$ cat src/rtl/split_adder_pipe_pkg.sv
// Shared constants for the split 32-bit adder pipeline.
// The datapath width and per-stage carry-chain width are defined here only.
package split_adder_pipe_pkg;

    localparam int DATA_WIDTH = 32;
    localparam int DATA_HALF  = DATA_WIDTH / 2;

endpackage

$ cat src/rtl/split_adder_pipe_add_half_stage.sv
// Registered N-bit adder used as one pipeline stage of split_adder_pipe.
// Sum and carry-out load together on 'load'; synchronous active-low reset clears both.
module add_half_stage
    import split_adder_pipe_pkg::*;
#(
    parameter int N = DATA_HALF
) (
    input  logic         clk,
    input  logic         rst_n,
    input  logic         load,
    input  logic [N-1:0] a,
    input  logic [N-1:0] b,
    input  logic         ci,
    output logic [N-1:0] sum,
    output logic         co
);

    logic [N:0] total;

    assign total = {1'b0, a} + {1'b0, b} + {{N{1'b0}}, ci};

    always_ff @(posedge clk) begin
        if (!rst_n) begin
            sum <= '0;
            co  <= 1'b0;
        end else if (load) begin
            sum <= total[N-1:0];
            co  <= total[N];
        end
    end

endmodule

$ cat src/rtl/split_adder_pipe.sv
// Two-stage WIDTH-bit adder: low half in stage 1, high half plus the registered
// low carry in stage 2, with valid/ready handshakes and full backpressure.
module split_adder_pipe
    import split_adder_pipe_pkg::*;
#(
    parameter int WIDTH = DATA_WIDTH,
    parameter int HALF  = WIDTH / 2
) (
    input  logic             clk,
    input  logic             rst_n,
    input  logic             in_valid,
    output logic             in_ready,
    input  logic [WIDTH-1:0] input1,
    input  logic [WIDTH-1:0] input2,
    input  logic             cin,
    output logic             out_valid,
    input  logic             out_ready,
    output logic [WIDTH-1:0] out,
    output logic             cout,
    output logic             ovf
);

    logic            s1_valid;
    logic            s2_valid;
    logic            s1_can_load;
    logic            s2_can_load;
    logic            in_xfer;
    logic            s2_load;
    logic            out_xfer;

    logic [HALF-1:0] lo_sum;
    logic            lo_carry;
    logic [HALF-1:0] a_hi_q;
    logic [HALF-1:0] b_hi_q;

    logic [HALF-1:0] hi_sum;
    logic            cout_q;
    logic [HALF-1:0] lo_sum_q2;
    logic            a_sign_q;
    logic            b_sign_q;

    assign s2_can_load = !s2_valid || out_ready;
    assign s1_can_load = !s1_valid || s2_can_load;
    assign in_ready    = s1_can_load;
    assign in_xfer     = in_valid && in_ready;
    assign s2_load     = s1_valid && s2_can_load;
    assign out_xfer    = s2_valid && out_ready;

    always_ff @(posedge clk) begin
        if (!rst_n) begin
            s1_valid <= 1'b0;
        end else if (in_xfer) begin
            s1_valid <= 1'b1;
        end else if (s2_load) begin
            s1_valid <= 1'b0;
        end
    end

    always_ff @(posedge clk) begin
        if (!rst_n) begin
            s2_valid <= 1'b0;
        end else if (s2_load) begin
            s2_valid <= 1'b1;
        end else if (out_xfer) begin
            s2_valid <= 1'b0;
        end
    end

    add_half_stage #(.N(HALF)) u_lo_stage (
        .clk   (clk),
        .rst_n (rst_n),
        .load  (in_xfer),
        .a     (input1[HALF-1:0]),
        .b     (input2[HALF-1:0]),
        .ci    (cin),
        .sum   (lo_sum),
        .co    (lo_carry)
    );

    always_ff @(posedge clk) begin
        if (!rst_n) begin
            a_hi_q <= '0;
            b_hi_q <= '0;
        end else if (in_xfer) begin
            a_hi_q <= input1[WIDTH-1:HALF];
            b_hi_q <= input2[WIDTH-1:HALF];
        end
    end

    add_half_stage #(.N(HALF)) u_hi_stage (
        .clk   (clk),
        .rst_n (rst_n),
        .load  (s2_load),
        .a     (a_hi_q),
        .b     (b_hi_q),
        .ci    (lo_carry),
        .sum   (hi_sum),
        .co    (cout_q)
    );

    // Low half and operand signs travel alongside so stage 1 can accept new work.
    always_ff @(posedge clk) begin
        if (!rst_n) begin
            lo_sum_q2 <= '0;
            a_sign_q  <= 1'b0;
            b_sign_q  <= 1'b0;
        end else if (s2_load) begin
            lo_sum_q2 <= lo_sum;
            a_sign_q  <= a_hi_q[HALF-1];
            b_sign_q  <= b_hi_q[HALF-1];
        end
    end

    assign out_valid = s2_valid;
    assign out       = {hi_sum, lo_sum_q2};
    assign cout      = cout_q;
    assign ovf       = (a_sign_q == b_sign_q) && (hi_sum[HALF-1] != a_sign_q);

endmodule

$ cat config.mk
export PLATFORM = sky130hd
export DESIGN_NAME = split_adder_pipe
export DESIGN_NICKNAME = d
export VERILOG_FILES = /design/src/rtl/split_adder_pipe_pkg.sv /design/src/rtl/split_adder_pipe_add_half_stage.sv /design/src/rtl/split_adder_pipe.sv
export SDC_FILE = /design/constraint.sdc
export NUM_CORES = 1
export LEC_CHECK = 0
export ABC_CLOCK_PERIOD_IN_PS = 4400
export CORE_ASPECT_RATIO = 0.75
export CORE_UTILIZATION = 50
export DETAILED_ROUTE_END_ITERATION = 6
export GPL_TIMING_DRIVEN = 0
export HOLD_SLACK_MARGIN = 0.02
export PLACE_DENSITY = 0.85
export SLEW_MARGIN = 20
export SYNTH_ARGS = -nofsm -noshare
export SYNTH_HDL_FRONTEND = slang
export SYNTH_SLANG_ARGS = --single-unit
$ cat constraint.sdc
create_clock -name clk -period 4.4 [get_ports clk]
set_input_delay 1.32 -clock clk [delete_from_list [all_inputs] [get_ports clk]]
set_output_delay 1.32 -clock clk [all_outputs]
set_load 0.01 [all_outputs]
Word level (Yosys, flattened, before mapping) --
Index checks and enable logic that the tools add are counted.
Word-level totals: bits in registers 86, input bits 69, output and inout port bits 36, logic and storage cells 31
Cells by class: $add $sub $neg 4, equal/unequal tests 2, multiplexer cells 4, reductions and logical operators 10
Operators with widths (count):
- adder 16 x 16 -> 17 bit | 2
- adder 17 x 1 -> 17 bit | 2
- logical AND 1 bit | 4
- 2-to-1 mux 1 bit | 4
- nonzero test 2 bit | 2
- logical NOT 1 bit | 2
- logical OR 1 bit | 2
- equality test 1 bit | 1
- != test 1 bit | 1

Depth between registers and ports, before layout --
depth after elaboration 5, mapped depth 8

By module --
From an unflattened synthesis, not the netlist that was laid out.
Unflattened totals: cells, all modules 575, area, all modules 5012.3 um^2
By module, submodules not included:
- split_adder_pipe | instances 1, cells an instance 236, area each 2122.0 um^2, seq. area each 1041.0 um^2
- add_half_stage (u_hi_stage) | instances 1, cells an instance 174, area each 1455.1 um^2, seq. area each 340.3 um^2
- add_half_stage (u_lo_stage) | instances 1, cells an instance 165, area each 1435.1 um^2, seq. area each 340.3 um^2

Least setup slack after synthesis --
Ideal clock, no wire load.
path kind input port to flip-flop, from in input1[0], to reg u_lo_stage.co, setup time 118 ps, arrival time 3382 ps, required time 4282 ps, setup slack 901 ps, stages 8, path buffers 0, cells stage by stage fa_1 > fa_1 > a21o_1 > a221oi_2 > o21bai_2 > o31ai_1 > o21ai_0 > o2111a_1
Between the ends: word-level cells in the longest chain between the ends 2
Ends and longest elaborated chain:
- start, declared | line split_adder_pipe.sv:13 | input logic [WIDTH-1:0] input1,
- adder 16 x 16 -> 17 bit | line split_adder_pipe_add_half_stage.sv:20 | assign total = {1'b0, a} + {1'b0, b} + {{N{1'b0}}, ci};
- adder 17 x 1 -> 17 bit | line split_adder_pipe_add_half_stage.sv:20
- end signal, assigned | line split_adder_pipe_add_half_stage.sv:28 | co <= total[N];
- end, declared | line split_adder_pipe_add_half_stage.sv:15 | output logic co
No other way between the ends. A chain may end at the register's enable or synchronous reset.

Worst setup path in the final report --
from in out_ready, to out in_ready
Between the ends: word-level cells in the longest chain between the ends 2
Ends and longest elaborated chain:
- start, declared | line split_adder_pipe.sv:17 | input logic out_ready,
- logical OR 1 bit | line split_adder_pipe.sv:42 | assign s2_can_load = !s2_valid || out_ready;
- logical OR 1 bit | line split_adder_pipe.sv:43 | assign s1_can_load = !s1_valid || s2_can_load;
- end, declared | line split_adder_pipe.sv:12 | output logic in_ready,
No other way between the ends.

==> impl_results.rst <==
.. list-table::
   :header-rows: 1

   * - Metric
     - Value
   * - Number of hold buffers added after CTS
     - 0
   * - Root buf cell
     - sky130_fd_sc_hd__clkbuf_16
   * - Count of unique library cells instantiated by Yosys
     - 51
   * - Result of the run
     - finished clean
   * - Synth Register Bits
     - 86
   * - Syn_area_per_cell
     - 7.99 sq um
   * - Worst-Skew Late Latency
     - 350 ps
   * - All-layer global routing usage
     - 29.4%
   * - Number of antenna violations at the first check in global routing
     - 0
   * - Cell area after layout
     - 0.00591 sq mm
   * - Pins over their slew limit
     - 0
   * - Layout cell share with drive strength beyond 1
     - 4.17%
   * - FILL cells
     - 673
   * - Hpwl dp
     - 9910 microns
   * - PortBufs
     - 103
   * - Max-cap violation count
     - 0
   * - Overall overflow remaining after global route
     - 0
   * - Violation count after the first detailed-route iteration
     - 371
   * - Area added between synthesis and finish
     - 33.8%
   * - M1 WL
     - 5910 microns
   * - Actual slew at the worst max-slew pin
     - 654 ps
   * - CP Data Required Time
     - 3080 ps
   * - Wire length after detailed routing
     - 13300 microns
   * - Post_cts resized
     - 0
   * - Maximum count of clock buffers along a single path
     - 2
   * - PD cells
     - 355 mW/mm^2
   * - Area leader, netlist
     - sky130_fd_sc_hd__dfxtp_1
   * - Max rail drop VDD
     - 0.222 mV
   * - Setup repair after global routing missed its margin
     - false
   * - Reported leakage power
     - 2.32 nW
   * - Pin count of the biggest net entering global routing
     - 17
   * - Worst rel slew slack
     - 56.4%
   * - Post-route clock skew
     - 14.6 ps
   * - Total clock sinks
     - 86
   * - Critical R2R Capture
     - u_hi_stage.sum[14]
   * - Width of the die
     - 111 microns
   * - Critical-path maximum fanout
     - 5
   * - Setup violators final
     - 0
   * - Final critical delay including setup and external delays
     - 4040 ps
   * - Worst-case reg-to-reg path depth
     - 8
   * - Hold path startpoint
     - u_lo_stage.sum[6]
   * - Sequential standard cell area
     - 0.00172 sq mm
   * - Number of enable-type register cells in the synthesized netlist
     - 0
   * - I/O pin cnt
     - 105
   * - Die outline height
     - 83.4 microns
   * - Vias
     - 4511
   * - Via count of the first global-routing pass
     - 4292
   * - Final-stage net count
     - 770
   * - DRT Pass-1 Iters
     - 5
   * - Wire length per cell
     - 17.1 microns
   * - Most used flip-flop cell after synthesis
     - sky130_fd_sc_hd__dfxtp_1
   * - Beginning of the worst register-to-register path
     - u_lo_stage.co
   * - Number of cells traversed by the worst hold path
     - 2
   * - Synth warn
     - 0
   * - Cell types with the largest area share after synthesis
     - sky130_fd_sc_hd__dfxtp_1, sky130_fd_sc_hd__nand2_1, sky130_fd_sc_hd__a21oi_1
   * - CTS tree
     - yes
   * - Top layer in use
     - met4
   * - Ratio of routed vias to standard cells
     - 5.78
   * - Critical setup path kind
     - input pin to primary output
   * - DR DRC count
     - 0
   * - Starting density of the core
     - 51.8%
   * - Routability cong.
     - 0.952
   * - Share of flip-flops with an asynchronous set or reset
     - 0%
   * - Final total negative setup slack
     - 0 ps
   * - Post-CTS setup buffer count
     - 0
   * - Multi-input logic area
     - 0.00258 sq mm
   * - Dpl cell area
     - 0.00559 sq mm
   * - Detailed-routed wire length on met2
     - 5990 microns
   * - Core outline area
     - 0.00853 sq mm
   * - Cell Area, Synth
     - 0.00442 sq mm
   * - Clock-pin slew on the worst setup and hold paths
     - 70 ps
   * - H-tree depth
     - 3
   * - DR WL met3
     - 1120 microns
   * - Setup crit end kind
     - primary output
   * - Row cnt
     - 29
   * - Net count after synthesis
     - 656
   * - Worst R2R Setup Slack
     - 1630 ps
   * - Share of the yosys chip area belonging to registers
     - 39.0%
   * - Count of mapped cells out of synthesis
     - 553
   * - HP Class
     - flip-flop to flip-flop
   * - Critical path startpoint category
     - input pin
   * - Signal arrival time at the worst endpoint
     - 2720 ps
   * - Maximum operating frequency
     - 248 MHz
   * - Cts bufs inserted
     - 9
   * - Area of the die
     - 0.00922 sq mm
   * - Ant. Diodes
     - 0
   * - Final period util
     - 91.8%
   * - Hold Crit Endpoint
     - lo_sum_q2[6]
   * - Global-route wire length before repair
     - 21300 microns
   * - Number of routed nets with antenna violations
     - 0
   * - Hold Fails Final Rpt
     - 0
   * - Area share of the largest cell type after synthesis
     - 39.0%
metrics by stage:
stage | hold slack [ps] | setup WS, ps | power, mW | utilization [%] | std cells
after floorplan | 432 | 901 | 1.09 | - | 553
after global placement | 442 | 130 | 1.24 | 65.5 | 764
after detailed placement | 443 | 86.6 | 1.26 | 65.5 | 764
after CTS | 455 | 364 | 2.09 | 69.3 | 780
after global routing | 470 | 189 | 2.17 | 69.3 | 780
final | 455 | 360 | 2.10 | 69.3 | 780
layer usage:
metal  vias up  global-route usage (%)
li1       2159                       -
met1      2108                    40.0
met2       209                    46.2
met3        35                    6.64
met4         0                    9.33
met5         -                       0
report_power, final:
group	leakage (nW)	switching [mW]	internal (mW)
Sequential	0.705	0.0316	0.826
Clock	0.162	0.340	0.506
Combinational	1.45	0.209	0.185
Total	2.32	0.581	1.52
worst max-delay path, stage by stage:
cell	delay [ps]
sky130_fd_sc_hd__clkdlybuf4s50_1	390
sky130_fd_sc_hd__nor2b_1	300
sky130_fd_sc_hd__nand2_1	190
sky130_fd_sc_hd__clkdlybuf4s50_1	520
kinds of logic (layout without fill, tap and decap cells):
logic type / count (synthesis) / count (layout) / share of synthesized area [%]
DFF: 86 / 86 / 39.0
adders and majority gates: 34 / 34 / 10.3
AOI/OAI and AO/OA: 163 / 163 / 22.2
and+or+nand+nor: 214 / 214 / 20.8
muxes: 5 / 5 / 1.25
xor gates and xnor gates: 19 / 19 / 3.77
buffers and inverters: 32 / 151 / 2.75
final cells by class:
type / instances / share of cell area [%]
repair buffers: 103 / 17.4
multi-input cells: 435 / 43.6
inverters: 4 / 0.254
clock inverters: 7 / 1.74
flip-flops and latches: 86 / 29.1
plain buffers: 28 / 1.80
clock buffers: 9 / 3.81
well taps: 108 / 2.29
cells in the final DEF, fill, tap and decap left out, drive strengths merged, types with 3 or more instances in the layout:
cell and count:
fa 4, and2 3, and3 4, inv 7, a221oi 3, nor3b 4
o21a 6, xor2 5, nand3 18, and4 3, nand2 144, nor2b 3
a21o 11, clkdlybuf4s50 103, o22ai 4, xnor2 14, nor3 7, ha 30
mux2 4, a211oi 6, o21ai 26, dfxtp 86, nor2 21, clkbuf 32
a21oi 89, buf 5
cell usage after synthesis (4+ instances only):
master                     count
sky130_fd_sc_hd__xnor2_1      14
sky130_fd_sc_hd__a21oi_1      88
sky130_fd_sc_hd__nand2_1     144
sky130_fd_sc_hd__ha_1         30
sky130_fd_sc_hd__clkbuf_1     23
sky130_fd_sc_hd__dfxtp_1      86
sky130_fd_sc_hd__fa_1          4
sky130_fd_sc_hd__nor2_1       21
sky130_fd_sc_hd__nor3_1        7
sky130_fd_sc_hd__o21a_1        6
sky130_fd_sc_hd__nand3_1      18
sky130_fd_sc_hd__nor3b_1       4
sky130_fd_sc_hd__buf_1         4
sky130_fd_sc_hd__inv_1         4
sky130_fd_sc_hd__xor2_1        5
sky130_fd_sc_hd__a21o_1       11
sky130_fd_sc_hd__a211oi_1      6
sky130_fd_sc_hd__o22ai_1       4
sky130_fd_sc_hd__o21ai_0      24
state kept, by name (all words and copies together), names as in the netlist, 16 cells and up:
register and cells:
u_hi_stage.sum 16, u_lo_stage.sum 16, b_hi_q 16, a_hi_q 16, lo_sum_q2 16
worst max-delay path by stage:
stage | slack, ps | from | cells after the start | end
global placement | 130 | input1[0] | 9 | u_lo_stage.co
global route | 190 | input1[0] | 9 | u_lo_stage.co
detailed placement | 90 | input1[0] | 9 | u_lo_stage.co
floorplan | 900 | input1[0] | 8 | u_lo_stage.co
CTS | 360 | out_ready | 4 | in_ready
finish | 360 | out_ready | 4 | in_ready
No activity file was read; power rests on OpenSTA's default activity.
